### config.mk
export PLATFORM = sky130hd
export DESIGN_NAME = masked_share_gen
export DESIGN_NICKNAME = d
export VERILOG_FILES = /design/src/rtl/masked_share_gen.sv
export SDC_FILE = /design/constraint.sdc
export NUM_CORES = 1
export LEC_CHECK = 0
export BUFFER_PORTS_ARGS = -buffer_cell sky130_fd_sc_hd__buf_2
export CAP_MARGIN = 20
export CORE_AREA = 2 2 75 77
export DETAILED_ROUTE_END_ITERATION = 6
export DIE_AREA = 0 0 77 79
export PLACE_DENSITY = 0.9
export SLEW_MARGIN = 15
export SYNTH_ARGS = -nofsm -noshare
export SYNTH_HDL_FRONTEND = slang
export SYNTH_SLANG_ARGS = --single-unit
### constraint.sdc
create_clock -name clk -period 3.43 [get_ports clk]
set_clock_uncertainty 0.1 [all_clocks]
set_input_delay 0.686 -clock clk [delete_from_list [all_inputs] [get_ports clk]]
set_output_delay 0.686 -clock clk [all_outputs]
set_load 0.05 [all_outputs]
### src/rtl/masked_share_gen.sv
// masked_share_gen
//   Input stage for the masked ripple-carry adder. It accepts plaintext
//   operands a/b/c_in over a valid/ready handshake and splits a and b into
//   two Boolean shares each. The masks come from a 32-bit Fibonacci LFSR.
//   The block refills a fresh 2N-bit mask before every accept, so each mask
//   is used exactly once. Shares are held in a single output register stage.
//
// Ports
//   clk, rst            clock, synchronous active-high reset
//   seed_we, seed_in    reseed strobe / value (0 selects SEED)
//   in_valid, in_ready  upstream handshake
//   a, b, c_in          plaintext operands
//   out_valid,out_ready downstream handshake
//   a0/a1, b0/b1        shares: a0^a1 == a, b0^b1 == b
//   c_out               registered c_in
module masked_share_gen #(
  parameter int          N    = 4,
  parameter logic [31:0] SEED = 32'hACE1_2468
) (
  input  logic         clk,
  input  logic         rst,
  input  logic         seed_we,
  input  logic [31:0]  seed_in,
  input  logic         in_valid,
  output logic         in_ready,
  input  logic [N-1:0] a,
  input  logic [N-1:0] b,
  input  logic         c_in,
  output logic         out_valid,
  input  logic         out_ready,
  output logic [N-1:0] a0,
  output logic [N-1:0] a1,
  output logic [N-1:0] b0,
  output logic [N-1:0] b1,
  output logic         c_out
);

  localparam int MW = 2 * N;
  localparam int CW = (MW > 1) ? $clog2(MW) : 1;
  localparam logic [CW-1:0] CNT_LAST = CW'(MW - 1);

  typedef enum logic {FILL, ARMED} state_t;

  state_t        state, state_nxt;
  logic [31:0]   l;
  logic [31:0]   l_step;
  logic [MW-1:0] m;
  logic [CW-1:0] cnt;
  logic [N-1:0]  ma, mb;
  logic          accept;

  assign l_step = {l[30:0], l[31] ^ l[21] ^ l[1] ^ l[0]};
  assign ma     = m[MW-1:N];
  assign mb     = m[N-1:0];

  // A reseed in the same cycle wins over an accept, so it masks in_ready
  // rather than letting a transaction consume a mask that is being discarded.
  assign in_ready = (state == ARMED) && !seed_we && (!out_valid || out_ready);
  assign accept   = in_valid && in_ready;

  // ---------------- FSM ----------------
  always_ff @(posedge clk) begin
    if (rst) state <= FILL;
    else     state <= state_nxt;
  end

  always_comb begin
    state_nxt = state;
    case (state)
      FILL:    if (cnt == CNT_LAST) state_nxt = ARMED;
      ARMED:   if (accept)          state_nxt = FILL;
      default: state_nxt = FILL;
    endcase
    if (seed_we) state_nxt = FILL;
  end

  // ---------------- mask generation ----------------
  // LFSR and mask register advance only while filling; ARMED freezes the
  // mask so the value presented at accept is the one that was just built.
  always_ff @(posedge clk) begin
    if (rst) begin
      l   <= SEED;
      m   <= '0;
      cnt <= '0;
    end else if (seed_we) begin
      l   <= (seed_in == 32'd0) ? SEED : seed_in;
      m   <= '0;
      cnt <= '0;
    end else if (state == FILL) begin
      l   <= l_step;
      m   <= {m[MW-2:0], l[31]};
      cnt <= (cnt == CNT_LAST) ? '0 : cnt + CW'(1);
    end
  end

  // ---------------- output register ----------------
  // Load on accept (even when the previous result drains the same cycle,
  // keeping out_valid high); otherwise clear once downstream consumes.
  always_ff @(posedge clk) begin
    if (rst) begin
      out_valid <= 1'b0;
      a0        <= '0;
      a1        <= '0;
      b0        <= '0;
      b1        <= '0;
      c_out     <= 1'b0;
    end else if (accept) begin
      out_valid <= 1'b1;
      a0        <= a ^ ma;
      a1        <= ma;
      b0        <= b ^ mb;
      b1        <= mb;
      c_out     <= c_in;
    end else if (out_valid && out_ready) begin
      out_valid <= 1'b0;
    end
  end

endmodule

==> key figures, run 1 <==
Synth
  – Net count after synthesis: 362
  – Number of synthesis warnings: 0
  – Main flop type after synthesis: sky130_fd_sc_hd__dfxtp_1
  – Fraction of the yosys area taken by sequential cells: 44.64%
  – Post-synth top cells: sky130_fd_sc_hd__dfxtp_1 (62), sky130_fd_sc_hd__nor2_1 (57), sky130_fd_sc_hd__a21oi_1 (43), sky130_fd_sc_hd__mux2i_1 (28), sky130_fd_sc_hd__nand2_1 (18)
  – Area leader, netlist: sky130_fd_sc_hd__dfxtp_1
  – Gate count after technology mapping: between 300 and 400
  – Async set-or-reset flop fraction in the synthesized netlist: 0%
  – Area fraction of the dominant cell type after synthesis: 44.64%
  – Post-synth EDFFs: 0
  – Number of different library cells in the post-synthesis netlist: 32
  – Syn Area/Cell: approximately 8.9 sq um
  – #FFs+latches synth: 62
  – Summed instance area of the synthesized netlist: 2780 sq um
  – Most frequent cell after synthesis: sky130_fd_sc_hd__dfxtp_1
  – Largest cells by area after synthesis: sky130_fd_sc_hd__dfxtp_1 (45%), sky130_fd_sc_hd__mux2i_1 (10%), sky130_fd_sc_hd__a21oi_1 (7.7%)

Global routing
  – Most crowded layer after global routing: met2
  – GR Layer Usage met1: 24.59%
  – Met3 track utilization from global routing: 5.455%
  – Maximum number of pins on one net before global-route repair: 66
  – Met2 track demand over resource: 34.82%
  – Number of global-route vias before repair: 2247
  – Overflow after GRT: 0
  – Global Route Usage Sum: 20.53%
  – Antenna violations before repair: 0
  – First-pass GRT wire length: around 10000 um

Worst hold path
  – Path category of the worst min-delay check: register to register

Job
  – Number of violations of the max-capacitance limit: 0

Placement
  – Final weighted congestion in routability-driven placement: between 0.7 and 0.8
  – DP Wirelength: 3973 um
  – Port buffer count: 64

Route
  – First drt pass iteration count: 4
  – DRC Markers: 0
  – Post-DR wirelength/cell: 13.35 um
  – Vias/cell: 5.372
  – Via Count: 2385
  – Detailed router's first-iteration violation count: 148
  – Final wirelength: 5927 um
  – Remaining antenna violation count after routing: 0

STA
  – Slew @ Worst Pin: just under 800 ps
  – Total Negative Setup Slacks: 0 ps
  – Fmax: 0.4733 GHz
  – Max Slew Vio Count: 0
  – Final min period: 2113 ps
  – Final worst hold slack: 357.3 ps
  – Final Hold Viols: 0
  – RSZ-0062 raised after global routing: false
  – Share of the clock period used by the worst path after layout: 61.59%
  – Headroom to the max-slew limit: between 40% and 50%
  – Finish-stage setup viols: 0

Status
  – Status: finished, final reports clean

Power and ir drop
  – Worst supply voltage drop on vdd: roughly 300 uV
  – Sum of internal, switching and leakage power: 1.694 mW
  – Standby leakage power: 1.287 nW
  – Power density over the cells: 508.1 nW/um^2

Clocking
  – Clock Tree Buf Depth: 2
  – CTS HTree Levels: 3
  – CTS root buffer: sky130_fd_sc_hd__clkbuf_8
  – Total of hold buffers inserted after clock tree synthesis: 0
  – Clock tree from TritonCTS: done
  – Post-CTS resize count: 0
  – Clock-pin slew on the worst setup and hold paths: 60 ps
  – Post-CTS Setup Inserts: 0
  – Clock Sink Count: 62
  – Clock insertion delay at the later pin of the skew report: 330 ps
  – Clock buffers created by TritonCTS: 9

Cells and area
  – Post-synthesis to final-layout area growth: 19.94%
  – Area used by multi-input combinational logic: 1399 sq um
  – Share of layout cells above drive strength 1: 23.66%
  – Final net count: around 420
  – Register Area: 1242 sq um
  – Number of fill cells in the layout: 436
  – Antenna cells: 0

Die
  – Number of placement rows: 27
  – Starting utilization of the core area: 52.09%
  – Horiz. Die Dim: roughly 77 um
  – # IOs: 65
  – Standard cell core area: 5338 sq um
  – Vertical die dimension: 79 um
  – Floorplan die area: 6083 sq um

Setup path
  – Cell type of the slowest stage on the worst timing path: sky130_fd_sc_hd__buf_2
  – Slowest cell delay on critical path: 210 ps
  – Crit path top cell by count: sky130_fd_sc_hd__buf_2
  – Setup crit start kind: input pin
  – Kind of capture point of the worst setup path: output port
  – Critical path cell sequence: buf_2 -> nand2b_1 -> and2_1 -> buf_2
  – Req. time, crit path: approximately 2600 ps
  – Max Fanout on Critical Path: 4
  – Critical path arrival: about 1300 ps
  – Path type of the worst setup path: input pin to output port
## critical path, delay by kind of cell
kind / cells / cell delay [ps]
AND/OR/NAND/NOR: 2 / 340
buffers and inverters: 2 / 300
## power breakdown
group | internal (mW) | switching [mW] | leakage [nW]
sequential | 0.750 | 0.0170 | 0.509
clock | 0.524 | 0.269 | 0.124
combinational | 0.0650 | 0.0694 | 0.654
total | 1.34 | 0.355 | 1.29
## cells in the final DEF, fill, tap and decap left out, drive strengths merged
master and count:
inv 1, mux2i 28, xor2 1, nor2b 14, xnor2 8, a211oi 8, nor3b 13, or2 2
clkbuf 13, a21oi 43, nor2 57, nor3 2, buf 68, nand2b 1, bufinv 3, nand2 18
a2111oi 13, nand3 1, nor4 8, dfxtp 62, xnor3 1, ha 2, nand4 2, and3 1
o21a 1, and2 1
## through the flow
step / utilization, % / instances / setup WS (ps) / cell area, sq um
after CTS: 62.47 / 444 / 1314 / 3334
after global routing: 62.47 / 444 / 1295 / 3334
after global placement: 57.81 / 428 / 1344 / 3085
after floorplan: - / 314 / 1397 / 2780
final: 62.47 / 444 / 1317 / 3334
after detailed placement: 57.81 / 428 / 1316 / 3085
## path summary, 6_finish.rpt
check / from / end / slack, ps / cells after the start
setup / recovery: out_ready / in_ready / 1320 / 4
hold / removal: b1[3]$_SDFFE_PP0P_ / b1[3]$_SDFFE_PP0P_ / 360 / 2
setup reg to reg: state$_SDFF_PP0_ / l[2]$_SDFFE_PP0P_ / 1730 / 5
hold reg to reg: b1[3]$_SDFFE_PP0P_ / b1[3]$_SDFFE_PP0P_ / 360 / 2
## final cells by class
type | instances | area share [%]
flip-flops and latches | 62 | 37.26
repair buffers | 68 | 10.51
clock inverters | 3 | 2.702
clock buffers | 13 | 4.765
well taps | 72 | 2.702
inverters | 1 | 0.1126
multi-input cells | 225 | 41.95
## metal layers
metal	vias to the layer above	share of wire, %	wire length [um]
met2	63	49	2877
met1	1102	44	2604
li1	1206	-	-
met5	-	0	0
met3	14	5.1	301
met4	0	2.4	144
## sequential cells by signal (all words and copies together), names as in the netlist, 3 cells and up
name,flops
a1,4
b0,4
b1,4
l,32
m,8
a0,4
cnt,3
## cell families (layout without fill, tap and decap cells)
group           count (synthesis)  count (layout)  share of synthesized area (%)
simple gates                  120             120                          21.06
compound gates                 65              65                          14.63
flops                          62              62                          44.64
mux                            28              28                          10.08
buf+inv                        27              85                          5.040
xor+xnor                       10              10                          3.645
fa+ha+maj                       2               2                         0.8999
(Power assumes the default switching activity.)
==> inputs of run 2 (changes only) <==
--- a/config.mk
+++ b/config.mk
@@ -5,12 +5,13 @@
 export SDC_FILE = /design/constraint.sdc
 export NUM_CORES = 1
 export LEC_CHECK = 0
+export ABC_AREA = 1
 export BUFFER_PORTS_ARGS = -buffer_cell sky130_fd_sc_hd__buf_2
 export CAP_MARGIN = 20
-export CORE_AREA = 2 2 75 77
+export CORE_AREA = 2 2 77 79
 export DETAILED_ROUTE_END_ITERATION = 6
-export DIE_AREA = 0 0 77 79
-export PLACE_DENSITY = 0.9
+export DIE_AREA = 0 0 79 81
+export PLACE_DENSITY = 0.88
 export SLEW_MARGIN = 15
 export SYNTH_ARGS = -nofsm -noshare
 export SYNTH_HDL_FRONTEND = slang
==> constraint.sdc (replaced) <==
create_clock -name clk -period 2.1 [get_ports clk]
set_clock_uncertainty 0.1 [all_clocks]
set_input_delay 0.42 -clock clk [delete_from_list [all_inputs] [get_ports clk]]
set_output_delay 0.42 -clock clk [all_outputs]
set_load 0.05 [all_outputs]
==> run 2 against run 1 <==
Cell count rose by 25%. Register-to-register slack got worse by 1200 ps. Die area rose by 5.2%. Critical endpoint unchanged. Critical path depth increased by 1. Clock power is 45% higher. Sequential share of layout area down 1.4 points. Final area grew 3.8%. Setup slack worse by 1100 ps. Global-route usage up 1.8 points. Sequential power increased by 63%.
==> key figures, run 2 <==
Synth
  – Gate count after technology mapping: 420
  – Fraction of the yosys area taken by sequential cells: a little over two fifths
  – Async set-or-reset flop fraction in the synthesized netlist: 0%
  – Number of synthesis warnings: 0
  – Largest cells by area after synthesis: sky130_fd_sc_hd__dfxtp_1 (43%), sky130_fd_sc_hd__nand2_1 (14%), sky130_fd_sc_hd__a21oi_1 (8.0%)
  – Post-synth top cells: sky130_fd_sc_hd__nand2_1 (106), sky130_fd_sc_hd__dfxtp_1 (62), sky130_fd_sc_hd__nor2_1 (50), sky130_fd_sc_hd__a21oi_1 (46), sky130_fd_sc_hd__o21ai_1 (33)
  – Area fraction of the dominant cell type after synthesis: a little over two fifths
  – Summed instance area of the synthesized netlist: roughly 2900 sq um
  – #FFs+latches synth: 62
  – Net count after synthesis: 468
  – Syn Area/Cell: 6.855 sq um
  – Most frequent cell after synthesis: sky130_fd_sc_hd__nand2_1
  – Main flop type after synthesis: sky130_fd_sc_hd__dfxtp_1
  – Area leader, netlist: sky130_fd_sc_hd__dfxtp_1
  – Post-synth EDFFs: 0
  – Number of different library cells in the post-synthesis netlist: 21

Global routing
  – Global Route Usage Sum: 22.34%
  – First-pass GRT wire length: 11250 um
  – Antenna violations before repair: 0
  – Number of global-route vias before repair: 2686
  – Overflow after GRT: 0
  – Maximum number of pins on one net before global-route repair: 35

Power and ir drop
  – Internal power: ~2.0 mW
  – Standby leakage power: 1.621 nW
  – Worst supply voltage drop on vdd: approximately 390 uV
  – Net switching power: 0.6112 mW
  – Share of power burned in the clock network: 43.6%
  – Power density over the cells: 760.0 nW/um^2
  – Switching fraction of total power: a little under a quarter
  – Sequential power share: 47.4%
  – Combinational power share: under 10%

Clocking
  – Post-CTS Setup Inserts: 0
  – Post-CTS resize count: 0
  – CTS HTree Levels: 3
  – Total of hold buffers inserted after clock tree synthesis: 0
  – Clock buffers created by TritonCTS: 9
  – Clock Sink Count: slightly above 60
  – Clock-pin slew on the worst setup and hold paths: 70 ps
  – Clock Tree Buf Depth: 2
  – Clock tree from TritonCTS: done
  – Clock insertion delay at the later pin of the skew report: 340 ps
  – CTS root buffer: sky130_fd_sc_hd__clkbuf_8

STA
  – Headroom to the max-slew limit: 67.41%
  – Final min period: 1905 ps
  – Slew @ Worst Pin: 488.2 ps
  – Total Negative Setup Slacks: 0 ps
  – Finish-stage setup viols: 0
  – Fmax: 0.5250 GHz
  – Final Hold Viols: 0
  – Max Slew Vio Count: 0
  – Final worst hold slack: around 220 ps
  – Share of the clock period used by the worst path after layout: 90.70%
  – RSZ-0062 raised after global routing: false

Route
  – Vias/cell: just over 5
  – Post-DR wirelength/cell: 12.36 um
  – First drt pass iteration count: 4
  – Final wirelength: 6885 um
  – Remaining antenna violation count after routing: 0
  – Via Count: ~2800
  – DRC Markers: 0
  – Detailed router's first-iteration violation count: 152

Die
  – Vertical die dimension: 81 um
  – Horiz. Die Dim: 79 um
  – Standard cell core area: about 5700 sq um
  – Number of placement rows: 28
  – Starting utilization of the core area: 50.73%
  – # IOs: 65
  – Floorplan die area: approximately 6400 sq um

Placement
  – DP Wirelength: 4598 um
  – Final weighted congestion in routability-driven placement: 0.8204
  – Port buffer count: 64

Worst hold path
  – Path category of the worst min-delay check: input pin to register
  – Instance count along the most critical hold path: 3

Setup path
  – Setup crit end: in_ready
  – Reg-to-reg slack, setup: 500 ps
  – Path type of the worst setup path: register to output port
  – Critical path arrival: 1380 ps
  – Kind of capture point of the worst setup path: output port
  – Setup crit start kind: register
  – End of the worst register-to-register path: a0[0]$_SDFFE_PP0P_
  – Reg-to-Reg Start: state$_SDFF_PP0_
  – Cell count of the worst reg-to-reg path: 8
  – Req. time, crit path: 1580 ps
  – Max Fanout on Critical Path: 12
  – Beginning of the critical path: state$_SDFF_PP0_

Cells and area
  – Highest-count cells in the layout ignoring fill and taps: sky130_fd_sc_hd__nand2_1 (106), sky130_fd_sc_hd__buf_2 (64), sky130_fd_sc_hd__dfxtp_1 (62)
  – Leading cell type in the layout, fill and taps excluded: sky130_fd_sc_hd__nand2_1
  – Final net count: 525
  – Post-synthesis to final-layout area growth: 20.17%
  – Largest register by flop count: l
  – Post-layout utilization of the core: 60.96%
  – Antenna cells: 0
  – Share of layout cells above drive strength 1: approximately a fifth
  – Largest register FFs: 32
  – Largest registers: l (32), m (8)

Status
  – Status: finished, final reports clean

Job
  – Number of violations of the max-capacitance limit: 0
==> run 2: changes by cell type in the layout (fill, tap and decap cells not counted), sizes merged, moves of 8 or more <==
cell     before  now
nor2b        14    0
nand3         1   20
o21ai         0   63
nand2        18  107
nor4          8    0
mux2i        28    0
xor2          1    9
a2111oi      13    0
inv           1   31
nor3b        13    0
a211oi        8    0
==> run 2: cell type report <==
cell class | instances | area [sq um]
Clock buffer | 12 | 145.1
Clock inverter | 4 | 70.07
Fill cell | 524 | 2216
Inverter | 31 | 116.4
Multi-Input combinational cell | 303 | 1415
Sequential cell | 62 | 1241
Tap cell | 75 | 93.84
Timing Repair Buffer | 70 | 377.9
==> run 2: worst min-delay path by stage <==
stage | start | endpoint | slack (ps)
2_1_floorplan | cnt[2]$_SDFFE_PP0N_ | cnt[2]$_SDFFE_PP0N_ | 340
5_1_grt | seed_in[9] | l[9]$_SDFFE_PP0P_ | 230
3_3_place_gp | cnt[2]$_SDFFE_PP0N_ | cnt[2]$_SDFFE_PP0N_ | 350
4_1_cts | seed_in[14] | l[14]$_SDFFE_PP0P_ | 220
3_5_place_dp | c_out$_SDFFE_PP0P_ | c_out$_SDFFE_PP0P_ | 350
6_report | seed_in[14] | l[14]$_SDFFE_PP0P_ | 220
==> run 2: worst max-delay path, cell delays in order (launching register included) <==
cell	delay, ps
sky130_fd_sc_hd__dfxtp_1	350
sky130_fd_sc_hd__inv_2	120
sky130_fd_sc_hd__nor2_8	110
sky130_fd_sc_hd__inv_2	50
sky130_fd_sc_hd__a21oi_4	130
sky130_fd_sc_hd__buf_2	280
==> run 2: logic make-up after synthesis <==
group / after synthesis / share of synthesized area [%]
AOI/OAI and AO/OA: 111 / 19.82
xor gates and xnor gates: 11 / 3.347
adders and majority gates: 2 / 0.8690
buffers and inverters: 55 / 7.735
DFF: 62 / 43.11
and+or+nand+nor: 179 / 25.12
==> run 2: per-stage QoR <==
stage / worst slack (ps) / cell area, sq um / std cells / total power [mW]
after detailed placement: 319.0 / 3244 / 541 / 1.504
after floorplan: 422.0 / 2879 / 420 / 1.415
after CTS: 193.1 / 3460 / 557 / 2.644
after global routing: 131.5 / 3460 / 557 / 2.732
after global placement: 367.0 / 3244 / 541 / 1.495
final: 195.4 / 3460 / 557 / 2.629
==> run 2: power by group through the flow <==
| stage | Clock (mW) | Sequential [mW] | Combinational (mW) |
|---|---|---|---|
| floorplan | 0 | 1.27 | 0.149 |
| global route | 1.21 | 1.25 | 0.269 |
| detailed placement | 0 | 1.27 | 0.232 |
| CTS | 1.16 | 1.25 | 0.234 |
| finish | 1.15 | 1.25 | 0.236 |
| global placement | 0 | 1.27 | 0.225 |
==> run 2: layer usage <==
| layer | vias up | share of wire (%) | track usage, % |
|---|---|---|---|
| li1 | 1465 | - | - |
| met3 | 13 | 5.1 | 3.889 |
| met1 | 1289 | 43 | 26.58 |
| met2 | 74 | 49 | 38.31 |
| met4 | 0 | 2.0 | 12.59 |
| met5 | - | 0 | 0 |
